`src/rtl/coin_input_conditioner.sv`:
```
// Synchronizes, debounces and edge-detects four raw coin/button levels, then
// serializes the resulting events into one-hot single-cycle pulses.
module coin_input_conditioner #(
  parameter int unsigned DEBOUNCE_CYCLES = 4,
  parameter int unsigned CNT_W           = 8
) (
  input  logic clk,
  input  logic reset,
  input  logic nickelIn,
  input  logic dimeIn,
  input  logic joltIn,
  input  logic buzzWaterIn,
  output logic nickel,
  output logic dime,
  output logic jolt,
  output logic buzzWater,
  output logic eventDropped,
  output logic busy
);

  localparam logic [CNT_W-1:0] CntMax = CNT_W'(DEBOUNCE_CYCLES - 1);

  // Bit 0 is the highest-priority channel (nickel), bit 3 the lowest.
  logic [3:0] raw;
  assign raw = {buzzWaterIn, joltIn, dimeIn, nickelIn};

  logic [3:0]       sync1_q, sync2_q;
  logic [3:0]       deb_q, deb_d;
  logic [CNT_W-1:0] cnt_q [4];
  logic [CNT_W-1:0] cnt_d [4];
  logic [3:0]       pend_q, pend_d;
  logic [3:0]       out_q;
  logic [3:0]       rise, grant;
  logic             drop_q, drop_d;

  always_comb begin
    deb_d = deb_q;
    rise  = '0;
    for (int i = 0; i < 4; i++) begin
      cnt_d[i] = '0;
      if (sync2_q[i] != deb_q[i]) begin
        if (cnt_q[i] == CntMax) begin
          deb_d[i] = sync2_q[i];
          rise[i]  = sync2_q[i];
        end else begin
          cnt_d[i] = cnt_q[i] + CNT_W'(1);
        end
      end
    end
  end

  always_comb begin
    grant = '0;
    if (pend_q[0]) begin
      grant = 4'b0001;
    end else if (pend_q[1]) begin
      grant = 4'b0010;
    end else if (pend_q[2]) begin
      grant = 4'b0100;
    end else if (pend_q[3]) begin
      grant = 4'b1000;
    end
    // A new rise overrides a same-edge grant; a rise onto a waiting flag merges.
    pend_d = (pend_q & ~grant) | rise;
    drop_d = |(rise & pend_q & ~grant);
  end

  always_ff @(posedge clk or posedge reset) begin
    if (reset) begin
      sync1_q <= '0;
      sync2_q <= '0;
      deb_q   <= '0;
      pend_q  <= '0;
      out_q   <= '0;
      drop_q  <= 1'b0;
      for (int i = 0; i < 4; i++) begin
        cnt_q[i] <= '0;
      end
    end else begin
      sync1_q <= raw;
      sync2_q <= sync1_q;
      deb_q   <= deb_d;
      pend_q  <= pend_d;
      out_q   <= grant;
      drop_q  <= drop_d;
      for (int i = 0; i < 4; i++) begin
        cnt_q[i] <= cnt_d[i];
      end
    end
  end

  assign nickel       = out_q[0];
  assign dime         = out_q[1];
  assign jolt         = out_q[2];
  assign buzzWater    = out_q[3];
  assign eventDropped = drop_q;
  assign busy         = |pend_q;

endmodule
```
`config.mk`:
```
export PLATFORM = sky130hd
export DESIGN_NAME = coin_input_conditioner
export DESIGN_NICKNAME = d
export VERILOG_FILES = /design/src/rtl/coin_input_conditioner.sv
export SDC_FILE = /design/constraint.sdc
export NUM_CORES = 1
export LEC_CHECK = 0
export ABC_CLOCK_PERIOD_IN_PS = 2100
export CAP_MARGIN = 20
export CORE_ASPECT_RATIO = 1.4
export CORE_UTILIZATION = 51
export CTS_BUF_LIST = sky130_fd_sc_hd__clkbuf_4
export CTS_CLUSTER_SIZE = 16
export DETAILED_ROUTE_END_ITERATION = 16
export GPL_ROUTABILITY_DRIVEN = 1
export MAX_ROUTING_LAYER = met4
export PLACE_DENSITY_LB_ADDON = 0.08
export SLEW_MARGIN = 10
export SYNTH_ARGS = -nofsm -noshare
export SYNTH_HDL_FRONTEND = slang
export SYNTH_SLANG_ARGS = --single-unit
```
`constraint.sdc`:
```
create_clock -name clk -period 2.1 [get_ports clk]
set_input_delay 0.21 -clock clk [delete_from_list [all_inputs] [get_ports clk]]
set_output_delay 0.21 -clock clk [all_outputs]
set_load 0.02 [all_outputs]
```
# Word level (Yosys, flattened, before mapping)
# Index checks and enable logic that the tools add are counted.
# word_totals
wordCells	56
ff_bits	53
out_inout_bits	6
input_bits	6
# op_classes
n_reduce_logical	6
mux	20
add_sub_neg	4
bitwise_logic	5
eq_ne	8
# ops
op	n
8-bit two-way mux	8
8-bit by 1-bit adder with 8-bit output, second input constant	4
8-bit by 2-bit equality test with 1-bit output, second input constant	4
4-bit two-way mux	4
4-bit bitwise AND	3
1-bit two-way mux	8
2-bit AND reduction	4
4-bit OR reduction	2
1-bit != test	4
4-bit NOT	1
4-bit OR	1

# Depth between registers and ports, before layout
# Gate-level depths: netlist of run 1.
# logic_depth
word_depth	7
depth_mapped	4
depth_no_buf	4

# Worst setup path after synthesis of run 1
# OpenSTA, ideal clock, no wires.
# synth_path
kind	register to register
from	reg cnt_q[16] in the netlist's numbering
to	reg drop_q (netlist: eventDropped)
stages_incl_launch_ff	5
setup_ns	0.087
synth_period_minus_slack_ns	1.732
slack_ns	0.368
path_buffers	0
required_ns	2.013
t_arrival_ns	1.646
path_cell_list	dfrtp_1 > ha_1 > or4b_4 > or4_1 > o211ai_1
# synth_between
elab_chain_len	6
# synth_rtl
element	line	source
start: declaration	29	logic [CNT_W-1:0] cnt_q [4];
start signal: indexed assignment	87	cnt_q[i] <= cnt_d[i];
8-bit by 2-bit equality test with 1-bit output	42	if (cnt_q[i] == CntMax) begin
1-bit two-way mux	42	
1-bit two-way mux	41	if (sync2_q[i] != deb_q[i]) begin
4-bit bitwise AND (2 in a row)	65	drop_d = |(rise & pend_q & ~grant);
4-bit OR reduction	65	
via drop_d	34	logic drop_q, drop_d;
end signal: assignment	85	drop_q <= drop_d;
end: declaration	34	
# The timed path passes the listed nets, and every way through them passes these cells.
# A chain may end at the register's enable or synchronous reset.

# Worst setup path after layout of run 1
# layout_path
from	reg pend_q[0]
to	out busy
# layout_between
elab_chain_len	1
# layout_rtl
element	line	source
start: declaration	31	logic [3:0] pend_q, pend_d;
start signal: assignment	83	pend_q <= pend_d;
4-bit OR reduction	97	assign busy = |pend_q;
end: declaration	18	output logic busy
# Every way passes these cells.

==> results list, run 1 <==
- Outcome: finished with violations
- Failing checks: DRC
- Final cycle utilization of the critical path: 90.63%
- Final count of hold timing violations: 0
- Die area: 0.004593 mm²
- Worst supply voltage drop on vdd: 0.5348 mV
- Register cell area after layout: 0.001326 mm²
- The library cell used most frequently in the layout, excluding fill and tap cells, is sky130_fd_sc_hd__dfrtp_1.
* Placed insts: 250
- Proportion of layout cells with a drive suffix above 1: 7.442%
- At the end of the flow, the number of nets in the layout was 224.
- Using the TritonRoute via totals, the vias-per-cell ratio works out to 5.837.
- Vias post-DR: 1506
- Crit-path cells: or4_1 > dlygate4sd2_1
- Cell internal power was estimated by the tool at 1.512 mW.
* Number of search-and-repair iterations in the first detailed-routing pass: 11
- Clock buffers created by TritonCTS: 5
- Along the worst path, the maximum fanout reaches 8.
* Slew of the pin with the lowest slew margin: 0.6365 ns
- Number of buffer and inverter instances along the worst setup path: 1
* Number of gates given a new drive strength after cts: 1
- The count of nets left with antenna violations once routing finished came out at 0.
* Combined area of the multi-input logic cells: 867.1 µm²
- Unrepaired setup endpoints after global routing: false
- Number of antenna violations at the first check in global routing: 0
- TritonCTS built the clock tree.
- In this design, the stage delay of the slowest critical-path cell is 0.53 ns.
* Global-route wire length before repair: 6168 µm
* Number of max-slew violations in the final report: 0
- Number of setup buffers added after CTS: 0
* RR Startpoint: cnt_q[16]$_DFF_PP0_
- Measured in cells, the most critical reg-to-reg path has a length of 4.
- After global routing the overflow that remains totals 0.
- For this run, the number of Yosys warnings is 0.
* Number of levels in the clock H-tree: 2
* Worst hold start: nickelIn
- The worst setup path is captured at an output port.
* Class of the tightest hold or removal check: in -> reg
- Number of cell rows: 27
- Number of setup violations in the final report: 0
* CTS Buffer Depth: 2
- Netlist area before placement: 0.002205 mm²
- Reg-to-reg endpoint: eventDropped$_DFF_PP0_
- Setup slack of the worst register-to-register path: 0.28 ns
- Effective utilization at floorplan: 54.84%
* CTS root buffer: sky130_fd_sc_hd__clkbuf_4
- Hold repair after CTS inserted 0 buffers.
- Floorplan Core Area: 0.004020 mm²
* Max_slew headroom: 57.57%
- Largest net degree at the start of global routing: 54
- Detailed placement finished with a half-perimeter wire length of 2451 µm.
- Combinational Power Share: 23.0%
- Switching power of the nets: 706.1 µW
* Post-Layout Cell Count: 258
- In this run the mean area of a mapped cell was 11.25 µm².
- Total leakage power: 1.071 nW
* Hold Path Cell Cnt: 1
- Commonest cells after routing, fill and taps aside: sky130_fd_sc_hd__dfrtp_1 (53), sky130_fd_sc_hd__nor2_1 (17), sky130_fd_sc_hd__o21ai_0 (16)
* Number of inserted diodes: 0
* Worst clock skew on the final layout: 0.01287 ns
- Total wire length: 3495 µm
- Startpoint Class: flop
- The synthesized netlist contains 30 unique library cells.
* Quantity of I/O buffers inserted on ports: 11
- Post-synthesis instance total: 196
- Number of max-cap violations: 0
- Measured along the x axis, the die boundary spans 57.57 µm.
- Static timing analysis puts the maximum clock frequency at 0.5254 GHz.
- Clock insertion delay at the later pin of the skew report: 0.37 ns
- Layout-stage area growth over the synthesis result: 9.818%
- The smallest clock period supported by the final layout is computed as 1.903 ns.
- Summed over all failing endpoints, the final setup total negative slack is 0 ns.
- 12 I/O pins were placed.
- Of the synthesized area, sequential elements account for 60.16%.
- The die is 79.80 µm tall.
- The setup path with the least slack is of type reg -> out.
- The congestion estimate from routability-driven global placement came to 0.8295.
- Fraction of power spent switching nets: 31.83%
* Clock sink count: 53
- Power per Cell Area: 916.3 mW/mm²
- Tot GR Track Use: 18.13%
- Worst path top cell family by delay: simple AND/OR/NAND/NOR gates
- Synthesized net count: 206
- Data on the critical path is required at its endpoint by 1.89 ns.
- On the critical path, the stage with the largest delay is an instance of sky130_fd_sc_hd__or4_1.
* Post-detailed-route wirelength per cell: 13.55 µm
- The detailed router finished its first iteration with 51 violations.
* Number of inserted filler cells in the final layout: 359
- The share of total power dissipated in the clock network is 19.1%.
- Destination of the worst hold path: sync1_q[0]$_DFF_PP0_
- Part of the power in registers: 57.9%
* Number of global-route vias before repair: 1493
- DRC errors left: 1
* Worst EP arrival: 1.69 ns
* Synth Register Bits: 53
* Clock-pin slew on the worst setup and hold paths: 0.14 ns
synth_stat cells:
cell type	number	area share (%)
sky130_fd_sc_hd__o21ai_0	16	3.6
sky130_fd_sc_hd__o21ai_1	2	0.45
sky130_fd_sc_hd__or3_1	13	3.7
sky130_fd_sc_hd__nor4_1	2	0.57
sky130_fd_sc_hd__xnor2_1	4	1.6
sky130_fd_sc_hd__nand4_1	4	1.1
sky130_fd_sc_hd__or3b_2	2	0.79
sky130_fd_sc_hd__nand4b_1	1	0.40
sky130_fd_sc_hd__mux2_2	3	1.5
sky130_fd_sc_hd__or4b_4	1	0.62
sky130_fd_sc_hd__xor2_1	12	4.8
sky130_fd_sc_hd__o31ai_1	1	0.34
sky130_fd_sc_hd__nand3_1	13	3.0
sky130_fd_sc_hd__nand2_1	12	2.0
sky130_fd_sc_hd__nand2b_1	2	0.57
sky130_fd_sc_hd__ha_1	4	2.3
sky130_fd_sc_hd__clkbuf_1	1	0.17
sky130_fd_sc_hd__o21ai_2	1	0.40
sky130_fd_sc_hd__nor4b_1	1	0.40
sky130_fd_sc_hd__nor3b_1	4	1.4
sky130_fd_sc_hd__a21bo_2	1	0.45
sky130_fd_sc_hd__a21oi_1	12	2.7
sky130_fd_sc_hd__or4_1	5	1.7
sky130_fd_sc_hd__inv_1	2	0.34
sky130_fd_sc_hd__dfrtp_1	53	60
sky130_fd_sc_hd__nor2b_1	1	0.28
sky130_fd_sc_hd__nor2_1	17	2.9
sky130_fd_sc_hd__and3_1	3	0.85
sky130_fd_sc_hd__o211ai_1	1	0.34
sky130_fd_sc_hd__or2_1	2	0.57
area by class of cell:
type	count	share of cell area (%)
flip-flops and latches	53	54.78
multi-input cells	140	35.81
repair buffers	12	4.806
well taps	43	2.222
clock buffers	5	1.550
clock inverters	3	0.5168
inverters	2	0.3101
power groups by stage:
stage	clock network [mW]	logic, mW	registers (mW)
6_report	0.423	0.511	1.29
5_1_grt	0.468	0.591	1.31
4_1_cts	0.444	0.519	1.29
3_5_place_dp	0	0.518	1.31
3_3_place_gp	0	0.497	1.30
2_1_floorplan	0	0.386	1.29
registers in the layout, indices dropped and copies added (netlist names):
| register | count |
|---|---|
| cnt_q | 32 |
| sync2_q | 4 |
| sync1_q | 4 |
| eventDropped | 1 |
| out_q | 4 |
| deb_q | 4 |
| pend_q | 4 |
logic make-up after synthesis:
logic type,share of synthesized area (%)
compound gates,8.343
flops,60.16
xor+xnor,6.356
fa+ha+maj,2.270
buf+inv,0.5107
mux,1.532
simple gates,20.83
through the flow:
step	hold WS, ns	total power [mW]	util [%]	worst slack (ns)	instance area (µm²)
after floorplan	0.2414	1.672	-	0.3676	2205
after global placement	0.3344	1.793	59.01	0.3262	2372
after detailed placement	0.3363	1.824	59.01	0.3091	2372
after CTS	0.2558	2.249	60.22	0.1661	2421
after global routing	0.2578	2.367	60.22	0.1113	2421
final	0.2704	2.218	60.22	0.1968	2421
worst max-delay path by stage:
stage | start | endpoint | slack (ns) | cells after the start
2_1_floorplan | cnt_q[16]$_DFF_PP0_ | eventDropped$_DFF_PP0_ | 0.37 | 4
3_3_place_gp | cnt_q[16]$_DFF_PP0_ | eventDropped$_DFF_PP0_ | 0.33 | 4
3_5_place_dp | cnt_q[16]$_DFF_PP0_ | eventDropped$_DFF_PP0_ | 0.31 | 4
4_1_cts | pend_q[0]$_DFF_PP0_ | busy | 0.17 | 2
5_1_grt | pend_q[0]$_DFF_PP0_ | busy | 0.11 | 2
6_report | pend_q[0]$_DFF_PP0_ | busy | 0.20 | 2
metal layers:
| layer | track usage [%] | wire (µm) | part of all wire [%] | up-vias |
|---|---|---|---|---|
| met5 | - | 0 | 0 | - |
| met4 | 7.805 | 59 | 1.7 | 0 |
| met3 | 3.404 | 89 | 2.5 | 7 |
| met2 | 31.28 | 1856 | 53 | 22 |
| met1 | 20.33 | 1490 | 43 | 743 |
| li1 | - | - | - | 734 |
worst register-to-register path, delay by kind of cell (launching register included):
kind / cells / cell delay (ns)
compound gates: 1 / 0.10
flops: 1 / 0.41
fa+ha+maj: 1 / 0.23
simple gates: 2 / 1.01
Note: power is estimated with default switching activity, not from simulation.
==> run 2: changes to the inputs <==
--- a/config.mk
+++ b/config.mk
@@ -12,6 +12,7 @@
 export CTS_BUF_LIST = sky130_fd_sc_hd__clkbuf_4
 export CTS_CLUSTER_SIZE = 16
 export DETAILED_ROUTE_END_ITERATION = 16
+export DONT_BUFFER_PORTS = 1
 export GPL_ROUTABILITY_DRIVEN = 1
 export MAX_ROUTING_LAYER = met4
 export PLACE_DENSITY_LB_ADDON = 0.08
==> run 2 against run 1 <==
Effect of this change: the flow still finishes with violations (DRC); clock power up 33%; first-iteration DRC count increased by 9.8%; flip-flop and latch count unchanged; sequential power barely moved; via count down 3.0%; hold slack got worse by 0.016 ns; non-clock buffer count fell by 5; cell count fell by 1.9%; register-to-register slack worse by 0.03 ns; global-route usage decreased by 1.4 points; critical path type is now reg -> reg; critical endpoint is now eventDropped$_DFF_PP0_.
==> results list, run 2 (synthesis results as in run 1) <==
- Outcome: finished with violations (unchanged).
- Failing checks: DRC (unchanged)
* Clock sink count: 53 (unchanged)
* Class of the tightest hold or removal check: in -> async (was in -> reg)
- The worst path buffer plus inverter count came to 0 (was 1).
* Floorplan Core Area: 0.004020 mm² (unchanged)
* Reg-to-reg endpoint: eventDropped$_DFF_PP0_ (unchanged)
- Switching power of the nets: 700.5 µW (was 706.1 µW)
- The core occupancy in the finished layout is 59.79% (was 60.22%).
* Delay contributed by the slowest stage of the critical path: 0.53 ns (about the same)
- Slew of the pin with the lowest slew margin: 0.4741 ns (was 0.6365 ns)
- The highest ir drop seen on vdd was 0.5063 mV (was 0.5348 mV).
* RR Startpoint: cnt_q[16]$_DFF_PP0_ (unchanged)
* Final count of hold timing violations: 0 (unchanged)
- Startpoint-to-endpoint class of the critical path: reg -> reg (was reg -> out)
* Per-cell via count in the routed design: 5.775 (was 5.837)
* Number of setup buffers added after CTS: 0 (unchanged)
* Boundary pin count: 12 (unchanged)
* Commonest cells after routing, fill and taps aside: sky130_fd_sc_hd__dfrtp_1 (53), sky130_fd_sc_hd__nor2_1 (17), sky130_fd_sc_hd__o21ai_0 (16) (unchanged)
- TritonCTS clock tree: built (unchanged)
- The initial cell density of the core came to 54.84% (unchanged).
- The total inserted antenna cells is 0 (unchanged).
- The final setup TNS was 0 ns (unchanged).
- Post-route antenna net violation count: 0 (unchanged)
- Unrepaired setup endpoints after global routing: false (unchanged)
- Summed area of non-filler cells in the final layout: 0.002404 mm² (was 0.002421 mm²)
* Proportion of layout cells with a drive suffix above 1: 9.048% (was 7.442%)
- The count of routing violations after the opening detailed-route iteration came to 56 (was 51).
* Placed insts: 240 (was 250)
- Number of setup violations in the final report: 0 (unchanged)
* Worst path top cell family by delay: simple AND/OR/NAND/NOR gates (unchanged)
* Largest net degree at the start of global routing: 21 (was 54)
* Clock-pin slew on the worst setup and hold paths: 0.16 ns (was 0.14 ns)
- CTS root buffer: sky130_fd_sc_hd__clkbuf_4 (unchanged)
- Fraction of power spent switching nets: 30.10% (was 31.83%)
- The sequential share of power came to 55.4% (was 57.9%).
- Detail Placement HPWL: 2357 µm (was 2451 µm)
* Clock insertion delay at the later pin of the skew report: 0.37 ns (about the same)
- The routability-driven placement congestion ratio was 0.8151 (was 0.8295).
* Power per Cell Area: 968.1 mW/mm² (was 916.3 mW/mm²)
* Clock share of power: 24.2% (was 19.1%)
- Number of cell rows: 27 (unchanged)
- Flip-flop count of the largest register after layout: 32 (unchanged)
- The number of max-slew violations in the final report came to 0 (unchanged).
* Post-detailed-route wirelength per cell: 12.95 µm (was 13.55 µm)
* Pint: 1.626 mW (was 1.512 mW)
- Tot GR Track Use: 16.71% (was 18.13%)
- Crit-path cells: ha_1 > or4b_4 > or4_1 > o211ai_1 (was or4_1 > dlygate4sd2_1)
- Worst EP arrival: 2.14 ns (was 1.69 ns)
- Leading cell type in the layout, fill and taps excluded: sky130_fd_sc_hd__dfrtp_1 (unchanged)
* Total wire length: 3276 µm (was 3495 µm)
* Die area: 0.004593 mm² (unchanged)
- Register with the most flip-flops: cnt_q (unchanged)
* Number of inserted filler cells in the final layout: 331 (was 359)
- The number of H-tree levels is 2 (unchanged).
* Fin nets: 219 (was 224)
- The number of clock buffers inserted by TritonCTS is 5 (unchanged).
* CTS Buffer Depth: 2 (unchanged)
- The area added between synthesis and finish came to 9.024% (was 9.818%).
- Total leakage power: 1.064 nW (was 1.071 nW)
- The worst setup slack for register-to-register paths was 0.25 ns (was 0.28 ns).
- The initial antenna violation count came to 0 (unchanged).
* Max_slew headroom: 68.18% (was 57.57%)
- Startpoint Class: flop (unchanged)
- The number of violations of the max-capacitance limit was 0 (unchanged).
* Number of global-route vias before repair: 1321 (was 1493)
* Number of search-and-repair iterations in the first detailed-routing pass: 10 (was 11)
- The total vias in the final route is 1461 (was 1506).
- The instance area after placement was 0.002270 mm² (was 0.002372 mm²).
* Post-Layout Cell Count: 253 (was 258)
- The quantity of I/O buffers inserted on ports was 0 (was 11).
- Fin crit period: 1.851 ns (was 1.903 ns)
- Category of the worst setup path capture point: flop (was output port)
- Worst clock skew on the final layout: 0.01730 ns (was 0.01287 ns)
- Crit path required time: 2.39 ns (was 1.89 ns)
* DRC errors left: 1 (unchanged)
* Total overflow reported by the global router: 0 (unchanged)
- The period utilization is 88.17% (was 90.63%).
* CP max FO: 4 (was 8)
- Die Wd: 57.57 µm (unchanged)
- The highest-delay cell along the critical path is sky130_fd_sc_hd__or4_1 (unchanged).
* Fmax: 0.5401 GHz (was 0.5254 GHz)
* Global-route wire length before repair: 5733 µm (was 6168 µm)
- The combinational share of power was 20.4% (was 23.0%).
- Length in cells of the worst reg-to-reg path: 4 (unchanged)
- Die Y-Extent: 79.80 µm (unchanged)
-- run 2: power groups by stage --
stage	Sequential (mW)	Clock, mW	Combinational [mW]
finish	1.29	0.562	0.475
global route	1.32	0.612	0.547
CTS	1.29	0.586	0.481
detailed placement	1.31	0	0.471
global placement	1.30	0	0.462
floorplan	1.29	0	0.386
-- run 2: layout make-up --
| class | instances | area, µm² | share of cell area (%) |
|---|---|---|---|
| inverter | 2 | 7.507 | 0.3123 |
| tap | 43 | 53.80 | 2.238 |
| timing repair buffer | 7 | 65.06 | 2.707 |
| sequential | 53 | 1326 | 55.18 |
| clock buffer | 5 | 37.54 | 1.562 |
| clock inverter | 3 | 46.29 | 1.926 |
| multi-input combinational | 140 | 867.1 | 36.07 |
-- run 2: repair_timing --
action                                  4_1_cts  5_1_grt
hold buffers                                  5        0
endpoints found under the hold margin        22        0
resized for setup                             0        0
endpoints found under the setup margin        0        0
-- run 2: worst reg2reg max path: cells and delay by family, from the launching register on --
kind            cells  cell delay, ns
fa+ha+maj           1            0.25
compound gates      1            0.10
simple gates        2            1.02
flops               1            0.42
-- run 2: worst max-delay path by stage --
stage               cells past startpoint                      to                 from
floorplan                               4  eventDropped$_DFF_PP0_  cnt_q[16]$_DFF_PP0_
global placement                        4  eventDropped$_DFF_PP0_  cnt_q[16]$_DFF_PP0_
detailed placement                      4  eventDropped$_DFF_PP0_  cnt_q[16]$_DFF_PP0_
CTS                                     4  eventDropped$_DFF_PP0_  cnt_q[16]$_DFF_PP0_
global route                            4     cnt_q[21]$_DFF_PP0_  cnt_q[16]$_DFF_PP0_
finish                                  4  eventDropped$_DFF_PP0_  cnt_q[16]$_DFF_PP0_
-- run 2: routing by layer --
layer  vias to the layer above  routed length (µm)  GRT usage, %
li1                        732                   -             -
met1                       706                1502         19.89
met2                        17                1637         27.33
met3                         6                  79         3.890
met4                         0                  57         6.585
met5                         -                   0             -
-- run 2: through the flow --
step / hold WS, ns / setup WS [ns] / total power [mW]
detailed placement: 0.1115 / 0.2902 / 1.784
finish: 0.2543 / 0.2485 / 2.327
global route: 0.2721 / 0.1585 / 2.478
global placement: 0.1040 / 0.3239 / 1.766
CTS: 0.2528 / 0.2423 / 2.360
floorplan: 0.2414 / 0.3676 / 1.672
